==> config.mk <==
export PLATFORM = sky130hd
export DESIGN_NAME = cue_aim_controller_flat
export DESIGN_NICKNAME = d
export VERILOG_FILES = /design/src/rtl/cue_aim_controller_if.sv /design/src/rtl/cue_aim_controller.sv /design/src/flat_wrapper.sv
export SDC_FILE = /design/constraint.sdc
export NUM_CORES = 1
export LEC_CHECK = 0
export CAP_MARGIN = 15
export CELL_PAD_IN_SITES_DETAIL_PLACEMENT = 1
export CELL_PAD_IN_SITES_GLOBAL_PLACEMENT = 1
export CORE_MARGIN = 5
export CORE_UTILIZATION = 40
export CTS_BUF_LIST = sky130_fd_sc_hd__clkbuf_8
export DETAILED_ROUTE_END_ITERATION = 8
export PLACE_DENSITY_LB_ADDON = 0.1
export SLEW_MARGIN = 20
export SYNTH_ARGS = -nofsm -noshare
export SYNTH_HDL_FRONTEND = slang
export SYNTH_SLANG_ARGS = --single-unit
export TNS_END_PERCENT = 5
==> constraint.sdc <==
create_clock -name clk -period 3.75 [get_ports clk]
set_input_delay 1.125 -clock clk [delete_from_list [all_inputs] [get_ports clk]]
set_output_delay 1.125 -clock clk [all_outputs]
set_load 0.02 [all_outputs]
==> src/rtl/cue_aim_controller_if.sv <==
// Signal bundle between the keyboard decoder, white-ball object, line drawer and the cue aim controller.
// The controller binds the slave modport; the surrounding blocks drive through master.
interface cue_aim_controller_if;
  logic               startOfFrame;
  logic               keyLeft;
  logic               keyRight;
  logic               keyUp;
  logic               keyDown;
  logic               keyEnter;
  logic               ballsMoving;
  logic signed [10:0] whiteBallPosX;
  logic signed [10:0] whiteBallPosY;
  logic               lineEnable;
  logic signed [10:0] lineTopLeftPosX;
  logic signed [10:0] lineTopLeftPosY;
  logic signed [10:0] velocityX;
  logic signed [10:0] velocityY;
  logic               shotValid;
  logic signed [10:0] shotVelocityX;
  logic signed [10:0] shotVelocityY;

  modport master (
    output startOfFrame, keyLeft, keyRight, keyUp, keyDown, keyEnter,
           ballsMoving, whiteBallPosX, whiteBallPosY,
    input  lineEnable, lineTopLeftPosX, lineTopLeftPosY, velocityX, velocityY,
           shotValid, shotVelocityX, shotVelocityY
  );

  modport slave (
    input  startOfFrame, keyLeft, keyRight, keyUp, keyDown, keyEnter,
           ballsMoving, whiteBallPosX, whiteBallPosY,
    output lineEnable, lineTopLeftPosX, lineTopLeftPosY, velocityX, velocityY,
           shotValid, shotVelocityX, shotVelocityY
  );
endinterface

==> src/rtl/cue_aim_controller.sv <==
// Per-turn cue sequencer: settle -> aim (arrow-key steering) -> one-cycle shot -> wait for motion.
// All outputs registered; one clock from input to output, no backpressure on the shot strobe.
module cue_aim_controller #(
  parameter int AIM_STEP      = 4,
  parameter int MAX_VEC       = 200,
  parameter int DEFAULT_VX    = 64,
  parameter int DEFAULT_VY    = 0,
  parameter int SHOT_SHIFT    = 2,
  parameter int MOVE_TIMEOUT  = 8,
  parameter int SETTLE_FRAMES = 4
) (
  input logic                 clk,
  input logic                 resetN,
  cue_aim_controller_if.slave bus
);

  localparam logic [1:0] ST_SETTLE = 2'd0;
  localparam logic [1:0] ST_AIM    = 2'd1;
  localparam logic [1:0] ST_FIRE   = 2'd2;
  localparam logic [1:0] ST_WAIT   = 2'd3;

  localparam logic signed [11:0] STEP  = 12'(AIM_STEP);
  localparam logic signed [11:0] V_MAX = 12'(MAX_VEC);
  localparam logic signed [11:0] V_MIN = -12'(MAX_VEC);
  localparam logic [7:0] SETTLE_N  = 8'(SETTLE_FRAMES);
  localparam logic [7:0] TIMEOUT_N = 8'(MOVE_TIMEOUT);

  logic [1:0]         state_q, state_d;
  logic [7:0]         cnt_q, cnt_d;
  logic               enter_prev_q, enter_prev_d;
  logic               line_en_q, line_en_d;
  logic signed [10:0] pos_x_q, pos_x_d, pos_y_q, pos_y_d;
  logic signed [10:0] vx_q, vx_d, vy_q, vy_d;
  logic               shot_vld_q, shot_vld_d;
  logic signed [10:0] svx_q, svx_d, svy_q, svy_d;

  logic               enter_rise;
  logic [7:0]         cnt_inc;
  logic signed [11:0] dx, dy, sum_x, sum_y;

  function automatic logic signed [10:0] clamp(input logic signed [11:0] v);
    logic signed [11:0] r;
    if (v > V_MAX)      r = V_MAX;
    else if (v < V_MIN) r = V_MIN;
    else                r = v;
    return $signed(r[10:0]);
  endfunction

  assign enter_rise = bus.keyEnter & ~enter_prev_q;
  assign cnt_inc    = cnt_q + 8'd1;

  // Opposing arrows cancel; the sum is widened so the clamp sees the true overshoot.
  always_comb begin
    dx = 12'sd0;
    dy = 12'sd0;
    if (bus.keyRight && !bus.keyLeft)      dx = STEP;
    else if (bus.keyLeft && !bus.keyRight) dx = -STEP;
    if (bus.keyDown && !bus.keyUp)         dy = STEP;
    else if (bus.keyUp && !bus.keyDown)    dy = -STEP;
    sum_x = {vx_q[10], vx_q} + dx;
    sum_y = {vy_q[10], vy_q} + dy;
  end

  always_comb begin
    state_d      = state_q;
    cnt_d        = cnt_q;
    enter_prev_d = bus.keyEnter;
    line_en_d    = line_en_q;
    pos_x_d      = pos_x_q;
    pos_y_d      = pos_y_q;
    vx_d         = vx_q;
    vy_d         = vy_q;
    shot_vld_d   = 1'b0;
    svx_d        = svx_q;
    svy_d        = svy_q;

    case (state_q)
      ST_SETTLE: begin
        line_en_d = 1'b0;
        if (bus.startOfFrame) begin
          if (bus.ballsMoving) begin
            cnt_d = 8'd0;
          end else if (cnt_inc >= SETTLE_N) begin
            state_d   = ST_AIM;
            cnt_d     = 8'd0;
            line_en_d = 1'b1;
            vx_d      = 11'(DEFAULT_VX);
            vy_d      = 11'(DEFAULT_VY);
            pos_x_d   = bus.whiteBallPosX;
            pos_y_d   = bus.whiteBallPosY;
          end else begin
            cnt_d = cnt_inc;
          end
        end
      end

      ST_AIM: begin
        line_en_d = 1'b1;
        // A fire takes priority over a coincident frame, so the shot uses the pre-update vector.
        if (enter_rise && (vx_q != 11'sd0 || vy_q != 11'sd0)) begin
          state_d    = ST_FIRE;
          line_en_d  = 1'b0;
          shot_vld_d = 1'b1;
          svx_d      = vx_q >>> SHOT_SHIFT;
          svy_d      = vy_q >>> SHOT_SHIFT;
        end else if (bus.startOfFrame) begin
          pos_x_d = bus.whiteBallPosX;
          pos_y_d = bus.whiteBallPosY;
          vx_d    = clamp(sum_x);
          vy_d    = clamp(sum_y);
        end
      end

      ST_FIRE: begin
        state_d   = ST_WAIT;
        cnt_d     = 8'd0;
        line_en_d = 1'b0;
      end

      ST_WAIT: begin
        line_en_d = 1'b0;
        if (bus.ballsMoving) begin
          state_d = ST_SETTLE;
          cnt_d   = 8'd0;
        end else if (bus.startOfFrame) begin
          if (cnt_inc >= TIMEOUT_N) begin
            state_d = ST_SETTLE;
            cnt_d   = 8'd0;
          end else begin
            cnt_d = cnt_inc;
          end
        end
      end

      default: begin
        state_d   = ST_SETTLE;
        cnt_d     = 8'd0;
        line_en_d = 1'b0;
      end
    endcase
  end

  always_ff @(posedge clk or negedge resetN) begin
    if (!resetN) begin
      state_q      <= ST_SETTLE;
      cnt_q        <= 8'd0;
      enter_prev_q <= 1'b1;
      line_en_q    <= 1'b0;
      pos_x_q      <= 11'sd0;
      pos_y_q      <= 11'sd0;
      vx_q         <= 11'(DEFAULT_VX);
      vy_q         <= 11'(DEFAULT_VY);
      shot_vld_q   <= 1'b0;
      svx_q        <= 11'sd0;
      svy_q        <= 11'sd0;
    end else begin
      state_q      <= state_d;
      cnt_q        <= cnt_d;
      enter_prev_q <= enter_prev_d;
      line_en_q    <= line_en_d;
      pos_x_q      <= pos_x_d;
      pos_y_q      <= pos_y_d;
      vx_q         <= vx_d;
      vy_q         <= vy_d;
      shot_vld_q   <= shot_vld_d;
      svx_q        <= svx_d;
      svy_q        <= svy_d;
    end
  end

  assign bus.lineEnable      = line_en_q;
  assign bus.lineTopLeftPosX = pos_x_q;
  assign bus.lineTopLeftPosY = pos_y_q;
  assign bus.velocityX       = vx_q;
  assign bus.velocityY       = vy_q;
  assign bus.shotValid       = shot_vld_q;
  assign bus.shotVelocityX   = svx_q;
  assign bus.shotVelocityY   = svy_q;

endmodule

==> src/flat_wrapper.sv <==
// flat-port wrapper written by rule: the top's interface ports become plain ports
module cue_aim_controller_flat 
#(
  parameter int AIM_STEP      = 4,
  parameter int MAX_VEC       = 200,
  parameter int DEFAULT_VX    = 64,
  parameter int DEFAULT_VY    = 0,
  parameter int SHOT_SHIFT    = 2,
  parameter int MOVE_TIMEOUT  = 8,
  parameter int SETTLE_FRAMES = 4
)
  (clk, resetN, bus_startOfFrame, bus_keyLeft, bus_keyRight, bus_keyUp, bus_keyDown, bus_keyEnter, bus_ballsMoving, bus_whiteBallPosX, bus_whiteBallPosY, bus_lineEnable, bus_lineTopLeftPosX, bus_lineTopLeftPosY, bus_velocityX, bus_velocityY, bus_shotValid, bus_shotVelocityX, bus_shotVelocityY);
  cue_aim_controller_if bus_i ();
  input logic clk;
  input logic resetN;
  input wire logic [$bits(bus_i.startOfFrame)-1:0] bus_startOfFrame;
  input wire logic [$bits(bus_i.keyLeft)-1:0] bus_keyLeft;
  input wire logic [$bits(bus_i.keyRight)-1:0] bus_keyRight;
  input wire logic [$bits(bus_i.keyUp)-1:0] bus_keyUp;
  input wire logic [$bits(bus_i.keyDown)-1:0] bus_keyDown;
  input wire logic [$bits(bus_i.keyEnter)-1:0] bus_keyEnter;
  input wire logic [$bits(bus_i.ballsMoving)-1:0] bus_ballsMoving;
  input wire logic [$bits(bus_i.whiteBallPosX)-1:0] bus_whiteBallPosX;
  input wire logic [$bits(bus_i.whiteBallPosY)-1:0] bus_whiteBallPosY;
  output wire logic [$bits(bus_i.lineEnable)-1:0] bus_lineEnable;
  output wire logic [$bits(bus_i.lineTopLeftPosX)-1:0] bus_lineTopLeftPosX;
  output wire logic [$bits(bus_i.lineTopLeftPosY)-1:0] bus_lineTopLeftPosY;
  output wire logic [$bits(bus_i.velocityX)-1:0] bus_velocityX;
  output wire logic [$bits(bus_i.velocityY)-1:0] bus_velocityY;
  output wire logic [$bits(bus_i.shotValid)-1:0] bus_shotValid;
  output wire logic [$bits(bus_i.shotVelocityX)-1:0] bus_shotVelocityX;
  output wire logic [$bits(bus_i.shotVelocityY)-1:0] bus_shotVelocityY;
  assign bus_i.startOfFrame = bus_startOfFrame;
  assign bus_i.keyLeft = bus_keyLeft;
  assign bus_i.keyRight = bus_keyRight;
  assign bus_i.keyUp = bus_keyUp;
  assign bus_i.keyDown = bus_keyDown;
  assign bus_i.keyEnter = bus_keyEnter;
  assign bus_i.ballsMoving = bus_ballsMoving;
  assign bus_i.whiteBallPosX = bus_whiteBallPosX;
  assign bus_i.whiteBallPosY = bus_whiteBallPosY;
  assign bus_lineEnable = bus_i.lineEnable;
  assign bus_lineTopLeftPosX = bus_i.lineTopLeftPosX;
  assign bus_lineTopLeftPosY = bus_i.lineTopLeftPosY;
  assign bus_velocityX = bus_i.velocityX;
  assign bus_velocityY = bus_i.velocityY;
  assign bus_shotValid = bus_i.shotValid;
  assign bus_shotVelocityX = bus_i.shotVelocityX;
  assign bus_shotVelocityY = bus_i.shotVelocityY;
  cue_aim_controller #(.AIM_STEP(AIM_STEP), .MAX_VEC(MAX_VEC), .DEFAULT_VX(DEFAULT_VX), .DEFAULT_VY(DEFAULT_VY), .SHOT_SHIFT(SHOT_SHIFT), .MOVE_TIMEOUT(MOVE_TIMEOUT), .SETTLE_FRAMES(SETTLE_FRAMES)) u_core (.clk(clk), .resetN(resetN), .bus(bus_i));
endmodule
# Word level (Yosys, flattened, before mapping)
# Cells that the tools add are included.
[op_classes]
magnitude_cmp = 6
bitwise = 2
add_sub_neg = 3
eq_ne = 11
n_reduce_logical = 20
n_mux = 54
[ops]
columns = ["operator", "count"]
rows = [
  ["2-to-1 mux 11 bit", 24],
  ["case mux 11 bit (2 select lines)", 4],
  ["2-to-1 mux 12 bit", 4],
  ["2-to-1 mux 8 bit", 6],
  ["adder 12 bit", 2],
  ["> comparator 12 x 9 -> 1 bit (second input constant)", 2],
  ["less-than comparator 12 x 9 -> 1 bit (second input constant)", 2],
  ["case mux 8 bit (3 select lines)", 1],
  ["nonzero test 11 bit", 2],
  ["2-to-1 mux 2 bit", 7],
  ["AND reduction 6 bit", 2],
  ["adder 8 x 1 -> 8 bit (second input constant)", 1],
  [">= comparator 8 x 3 -> 1 bit (second input constant)", 1],
  [">= comparator 8 x 4 -> 1 bit (second input constant)", 1],
  ["inequality test 2 bit (second input constant)", 4],
  ["case mux 2 bit (4 select lines)", 1],
  ["2-to-1 mux 1 bit", 6],
  ["logical AND 1 bit", 5],
  ["== test 2 bit (second input constant)", 2],
  ["zero test 1 bit", 4],
  ["inequality test 2 x 1 -> 1 bit (second input constant)", 2],
  ["inequality test 3 x 2 -> 1 bit (second input constant)", 1],
  ["inequality test 3 bit (second input constant)", 1],
  ["case mux 1 bit (3 select lines)", 1],
  ["other kinds (10)", 10],
]
[totals]
reg_bits = 75
output_inout_bits = 68

# Depth between registers and ports, before layout
[depth]
depth_word = 11
mapped_depth = 15

# Least setup slack after synthesis
# OpenSTA, ideal clock, no wires.
[synth_timing]
path_type = "input -> register"
start = "input bus_keyRight"
end = "register u_core.vx_q[6] (netlist: u_core.bus.velocityX[6])"
path_stages = 15
setup_time_ps = 82
required_ps = 3668
slack_ps = -422
arrival_ps = 4090
cell_sequence = "inv_1 -> ha_1 -> buf_2 -> clkbuf_1 -> buf_2 -> xor2_1 -> ha_1 -> nor4_1 -> or4_4 -> mux2_4 -> nand3_2 -> xnor2_2 -> o41ai_2 -> o21ai_0 -> a22oi_1"
[synth_between]
elab_chain_cells = 11
elab_cells_between_ends = 13
[synth_rtl]
columns = ["element", "line_no", "rtl"]
rows = [
  ["from (decl)", "flat_wrapper.sv:18", "input wire logic [$bits(bus_i.keyRight)-1:0] bus_keyRight;"],
  ["zero test 1 bit", "cue_aim_controller.sv:57", "else if (bus.keyLeft && !bus.keyRight) dx = -STEP;"],
  ["logical AND 1 bit", "cue_aim_controller.sv:57", ""],
  ["2-to-1 mux 12 bit", "cue_aim_controller.sv:57", ""],
  ["2-to-1 mux 12 bit *", "cue_aim_controller.sv:56", "if (bus.keyRight && !bus.keyLeft) dx = STEP;"],
  ["adder 12 bit *", "cue_aim_controller.sv:60", "sum_x = {vx_q[10], vx_q} + dx;"],
  ["less-than comparator 12 x 9 -> 1 bit", "cue_aim_controller.sv:44", "else if (v < V_MIN) r = V_MIN;"],
  ["2-to-1 mux 11 bit", "cue_aim_controller.sv:44", ""],
  ["2-to-1 mux 11 bit *", "cue_aim_controller.sv:43", "if (v > V_MAX) r = V_MAX;"],
  ["2-to-1 mux 11 bit *", "cue_aim_controller.sv:106", "end else if (bus.startOfFrame) begin"],
  ["2-to-1 mux 11 bit *", "cue_aim_controller.sv:100", "if (enter_rise && (vx_q != 11'sd0 || vy_q != 11'sd0)) begin"],
  ["case mux 11 bit (2 select lines) *", "cue_aim_controller.sv:77", "case (state_q)"],
  ["to (signal assigned)", "cue_aim_controller.sv:151", "vx_q <= 11'(DEFAULT_VX);"],
  ["to (signal assigned)", "cue_aim_controller.sv:163", "vx_q <= vx_d;"],
  ["to (decl)", "cue_aim_controller.sv:33", "logic signed [10:0] vx_q, vx_d, vy_q, vy_d;"],
]
# Every way passes the cells marked *; elsewhere a longest branch is shown, timed or not. The select of a mux whose other input is x is not followed.
# A chain may end at the register's enable or synchronous reset.

# Worst setup path in the final report
[layout_timing]
start = "input bus_keyLeft"
end = "register u_core.vx_q[2] (netlist: u_core.bus.velocityX[2])"
[layout_between]
elab_chain_cells = 10
elab_cells_between_ends = 13
[layout_rtl]
columns = ["element", "line_no", "rtl"]
rows = [
  ["from (decl)", "flat_wrapper.sv:17", "input wire logic [$bits(bus_i.keyLeft)-1:0] bus_keyLeft;"],
  ["logical AND 1 bit or zero test 1 bit (tied branches)", "cue_aim_controller.sv:57, cue_aim_controller.sv:56", ""],
  ["2-to-1 mux 12 bit or logical AND 1 bit (tied branches)", "cue_aim_controller.sv:57, cue_aim_controller.sv:56", ""],
  ["2-to-1 mux 12 bit *", "cue_aim_controller.sv:56", ""],
  ["adder 12 bit *", "cue_aim_controller.sv:60", ""],
  ["less-than comparator 12 x 9 -> 1 bit", "cue_aim_controller.sv:44", ""],
  ["2-to-1 mux 11 bit", "cue_aim_controller.sv:44", ""],
  ["2-to-1 mux 11 bit *", "cue_aim_controller.sv:43", ""],
  ["2-to-1 mux 11 bit *", "cue_aim_controller.sv:106", ""],
  ["2-to-1 mux 11 bit *", "cue_aim_controller.sv:100", ""],
  ["case mux 11 bit (2 select lines) *", "cue_aim_controller.sv:77", ""],
]
# Marks and branches as above.

==> out/qor.json <==
{
  "max_freq_ghz": 0.280,
  "setup_slack_ns": 0.181,
  "crit_arrival_ns": 3.81,
  "ir_drop_uv": 351,
  "cp_data_required_time_ns": 4.00,
  "met2_length_um": 5970,
  "nFillCells": 1141,
  "mostFrequentLayoutCell": "clkdlybuf4s50_1",
  "worstMarginPinSlew_ns": 0.903,
  "startpoint_type_of_the_worst_setup_path": "primary input",
  "wire_length_of_the_first_global_routing_pass_um": 21000,
  "critPathTopFamily": "compound AO/OA/AOI/OAI gates",
  "reg2regPathDepth": 10,
  "globalRoute.totalOverflow": 0,
  "p_int_uw": 2740,
  "mappedNetlistArea_um2": 4300,
  "place.detailed.hpwl_um": 8930,
  "post-route-drc-count": 0,
  "timing.critical_path.to": "u_core.bus.velocityX[2]",
  "first_global_vias": 4135,
  "top_layer": "met4",
  "p_comb_share_pct": 55.7,
  "cts.hold.buffers_added": 0,
  "final.period_utilization_pct": 95.2,
  "wl_met3_um": 797,
  "number_of_sinks_on_the_clock_net": 71,
  "detailedPlace.worstSlack_ns": -0.756,
  "die_h_um": 114,
  "timing.setup.critical_path_class": "primary input to flip-flop",
  "clk_latency_ns": 0.36,
  "synth-edff-count": 0,
  "critical-path-max-stage-delay_ns": 0.30,
  "route.layer.met1.wl_um": 5480,
  "async_flop_share_pct": 100,
  "destination_of_the_worst_register_to_register_timing_path": "u_core.bus.velocityX[2]",
  "slew_violations": 0,
  "horiz_die_dim_um": 114,
  "synthFlopType": "dfrtp_1",
  "finalWirelength_um": 12400,
  "setup_repair_after_global_routing_missed_its_margin": "false",
  "crit_path_start": "bus_keyLeft",
  "ys_seq_area_share_pct": 41.4,
  "cts_inserted_buffers": 9,
  "min_path_type": "flip-flop to flip-flop",
  "tritoncts": "done",
  "skew_ns": 0.0123,
  "antenna_found_initial": 0,
  "status": "completed",
  "area_delta_synth_final_pct": 39.0,
  "htree_num_levels": 3,
  "wl_per_cell_um": 18.2,
  "core-area_um2": 10400,
  "ys.warnings.count": 0,
  "pwr-share-clk_pct": 13.9,
  "worstPathCellList": "dlygate4sd2_1 -> buf_4 -> ha_4 -> xor2_4 -> ha_4 -> buf_4 -> a21o_1 -> a22oi_1 -> o221ai_1 -> xnor2_1 -> a2111oi_1 -> nand3b_1 -> o2bb2ai_1 -> a32o_1",
  "total_switching_power_uw": 1970,
  "viasPerCell": 5.44,
  "groute.usage.overall_pct": 20.1,
  "gpl.final_weighted_congestion": 0.815,
  "timing.slew.headroom_pct": 39.8,
  "cp_max_fo": 3,
  "worst-path-buf-inv": 3,
  "die_area_um2": 12900,
  "placementRows": 37,
  "port_buffers": 94,
  "nets": 588,
  "regToRegStartpoint": "u_core.bus.velocityX[3]",
  "clk_path_buf_depth": 2,
  "synth.ff_latch_count": 71,
  "drive_gt1_share_pct": 23.2,
  "drt-pass1-iter-count": 4,
  "period_minus_slack_ns": 3.57,
  "cap_viol_max_count": 0,
  "setup-violations-final": 0,
  "ys_types": 69,
  "netSwitchingFraction_pct": 41.9,
  "leakagePower_uw": 0.00265,
  "synth.avg_cell_area_um2": 9.98,
  "postRouteAntennaNets": 0,
  "count_of_inserted_antenna_diode_cells": 0,
  "grt_max_degree": 72,
  "power.share.sequential_pct": 30.5,
  "critical_path_depth": 14,
  "hold_violations": 0,
  "detail_route.iter0.violations": 206,
  "rrSetupSlack_ns": 0.80,
  "layout_common_cells": "89 x clkdlybuf4s50_1, 69 x dfrtp_1, 40 x buf_4",
  "via_count": 3718,
  "critical_path.endpoint_type": "flip-flop",
  "crit_path_top_delay_cell": "a2111oi_1",
  "initial_core_util_pct": 41.3,
  "io_pins": 99,
  "post_synth_inst_count": 431,
  "powerDensity_nw_per_um2": 788,
  "clk_pin_slew_worst_paths_ns": 0.07,
  "final.hold.worst_slack_ns": 0.496,
  "clockRootBuffer": "clkbuf_8"
}
==> power groups by stage <==
| stage | sequential [µW] | combinational, µW | clock [µW] |
|---|---|---|---|
| final | 1430 | 2620 | 653 |
| after global placement | 1400 | 2410 | 0 |
| after CTS | 1420 | 2570 | 668 |
| after floorplan | 1600 | 1240 | 0 |
| after global routing | 1490 | 2840 | 703 |
| after detailed placement | 1430 | 2480 | 0 |
==> flip-flops by register name, indices dropped and copies added, names as in the netlist, 2 cells and up <==
name and flops:
u_core.bus.shotVelocityX 9, u_core.bus.velocityX 9, u_core.cnt_q 8, u_core.bus.lineTopLeftPosY 11, u_core.bus.lineTopLeftPosX 11, u_core.bus.shotVelocityY 9, u_core.state_q 2, u_core.bus.velocityY 9
==> final cells by class <==
| cell class | count | area [µm²] | share of cell area [%] |
|---|---|---|---|
| multi-input combinational | 309 | 2500 | 41.8 |
| sequential | 71 | 1780 | 29.8 |
| timing repair buffer | 134 | 1240 | 20.8 |
| tap | 136 | 170 | 2.85 |
| clock buffer | 12 | 165 | 2.76 |
| inverter | 17 | 76.3 | 1.28 |
| clock inverter | 4 | 43.8 | 0.733 |
==> metal layers <==
layer | global-route usage, % | up-vias
li1 | - | 1766
met1 | 25.8 | 1850
met2 | 33.1 | 84
met3 | 5.41 | 18
met4 | 6.17 | 0
met5 | 0 | -
==> metrics by stage <==
step / cells / util (%) / cell area, µm² / TNS [ns] / power (µW)
6_report: 683 / 57.4 / 5980 / 0 / 4710
5_1_grt: 683 / 57.4 / 5980 / 0 / 5040
4_1_cts: 682 / 55.9 / 5820 / -0.00718 / 4660
3_5_place_dp: 662 / 52.9 / 5520 / -7.74 / 3910
3_3_place_gp: 662 / 52.9 / 5520 / -6.14 / 3810
2_1_floorplan: 434 / - / 4360 / -0.102 / 2840
==> synthesized netlist by cell type (3+ instances only) <==
| library cell | number | area, µm² |
|---|---|---|
| nor2_1 | 17 | 63.8 |
| nor2b_1 | 10 | 62.6 |
| nand2b_1 | 6 | 37.5 |
| o22ai_1 | 6 | 37.5 |
| dfrtp_1 | 69 | 1730 |
| buf_2 | 9 | 45.0 |
| o211ai_1 | 4 | 30.0 |
| and2_1 | 5 | 31.3 |
| nand3_1 | 11 | 55.1 |
| ha_1 | 15 | 188 |
| a31oi_1 | 5 | 31.3 |
| nor3_1 | 3 | 15.0 |
| buf_4 | 10 | 75.1 |
| inv_1 | 17 | 63.8 |
| or4_1 | 5 | 37.5 |
| or3_1 | 3 | 18.8 |
| mux2_2 | 29 | 327 |
| clkbuf_1 | 16 | 60.1 |
| a21oi_1 | 13 | 65.1 |
| a22oi_1 | 4 | 30.0 |
| nor4_1 | 6 | 37.5 |
| nand4_1 | 5 | 31.3 |
| xor2_1 | 10 | 87.6 |
| o21ai_1 | 3 | 15.0 |
| nand4b_1 | 3 | 26.3 |
| a21o_1 | 8 | 60.1 |
| nand2_1 | 32 | 120 |
| mux2_1 | 9 | 101 |
| xnor2_1 | 11 | 96.3 |
| a22o_1 | 3 | 26.3 |
| o21ai_0 | 27 | 135 |
| nor3b_1 | 5 | 37.5 |
==> logic make-up (layout without fill, tap and decap cells) <==
group | after synthesis | in the layout | share of synthesized area, %
AO/OA/AOI/OAI | 98 | 98 | 15.4
other | 1 | 4 | 0.0872
adder cells (fa/ha/maj) | 15 | 15 | 4.36
XOR/XNOR | 22 | 22 | 4.66
flip-flops | 71 | 71 | 41.4
multiplexers | 41 | 41 | 10.8
AND/OR/NAND/NOR | 129 | 129 | 17.3
buffers and inverters | 54 | 167 | 6.02
==> worst min-delay path by stage <==
stage / from / end / slack (ns) / cells after the start
6_report: u_core.bus.lineTopLeftPosY[7] / u_core.bus.lineTopLeftPosY[7] / 0.50 / 1
3_3_place_gp: u_core.bus.shotVelocityY[5] / u_core.bus.shotVelocityY[5] / 0.47 / 2
2_1_floorplan: u_core.cnt_q[7] / u_core.cnt_q[7] / 0.47 / 1
3_5_place_dp: u_core.bus.lineTopLeftPosY[6] / u_core.bus.lineTopLeftPosY[6] / 0.48 / 1
4_1_cts: u_core.bus.lineTopLeftPosY[6] / u_core.bus.lineTopLeftPosY[6] / 0.50 / 1
5_1_grt: u_core.bus.lineTopLeftPosY[8] / u_core.bus.lineTopLeftPosY[8] / 0.52 / 1
==> what timing repair did <==
item                       in CTS  in global routing
setup endpoints to repair      12                 11
setup buffers                   4                  3
resized for setup              14                 30
pin swaps                       7                 10
Power figures use the tool's default switching activity.
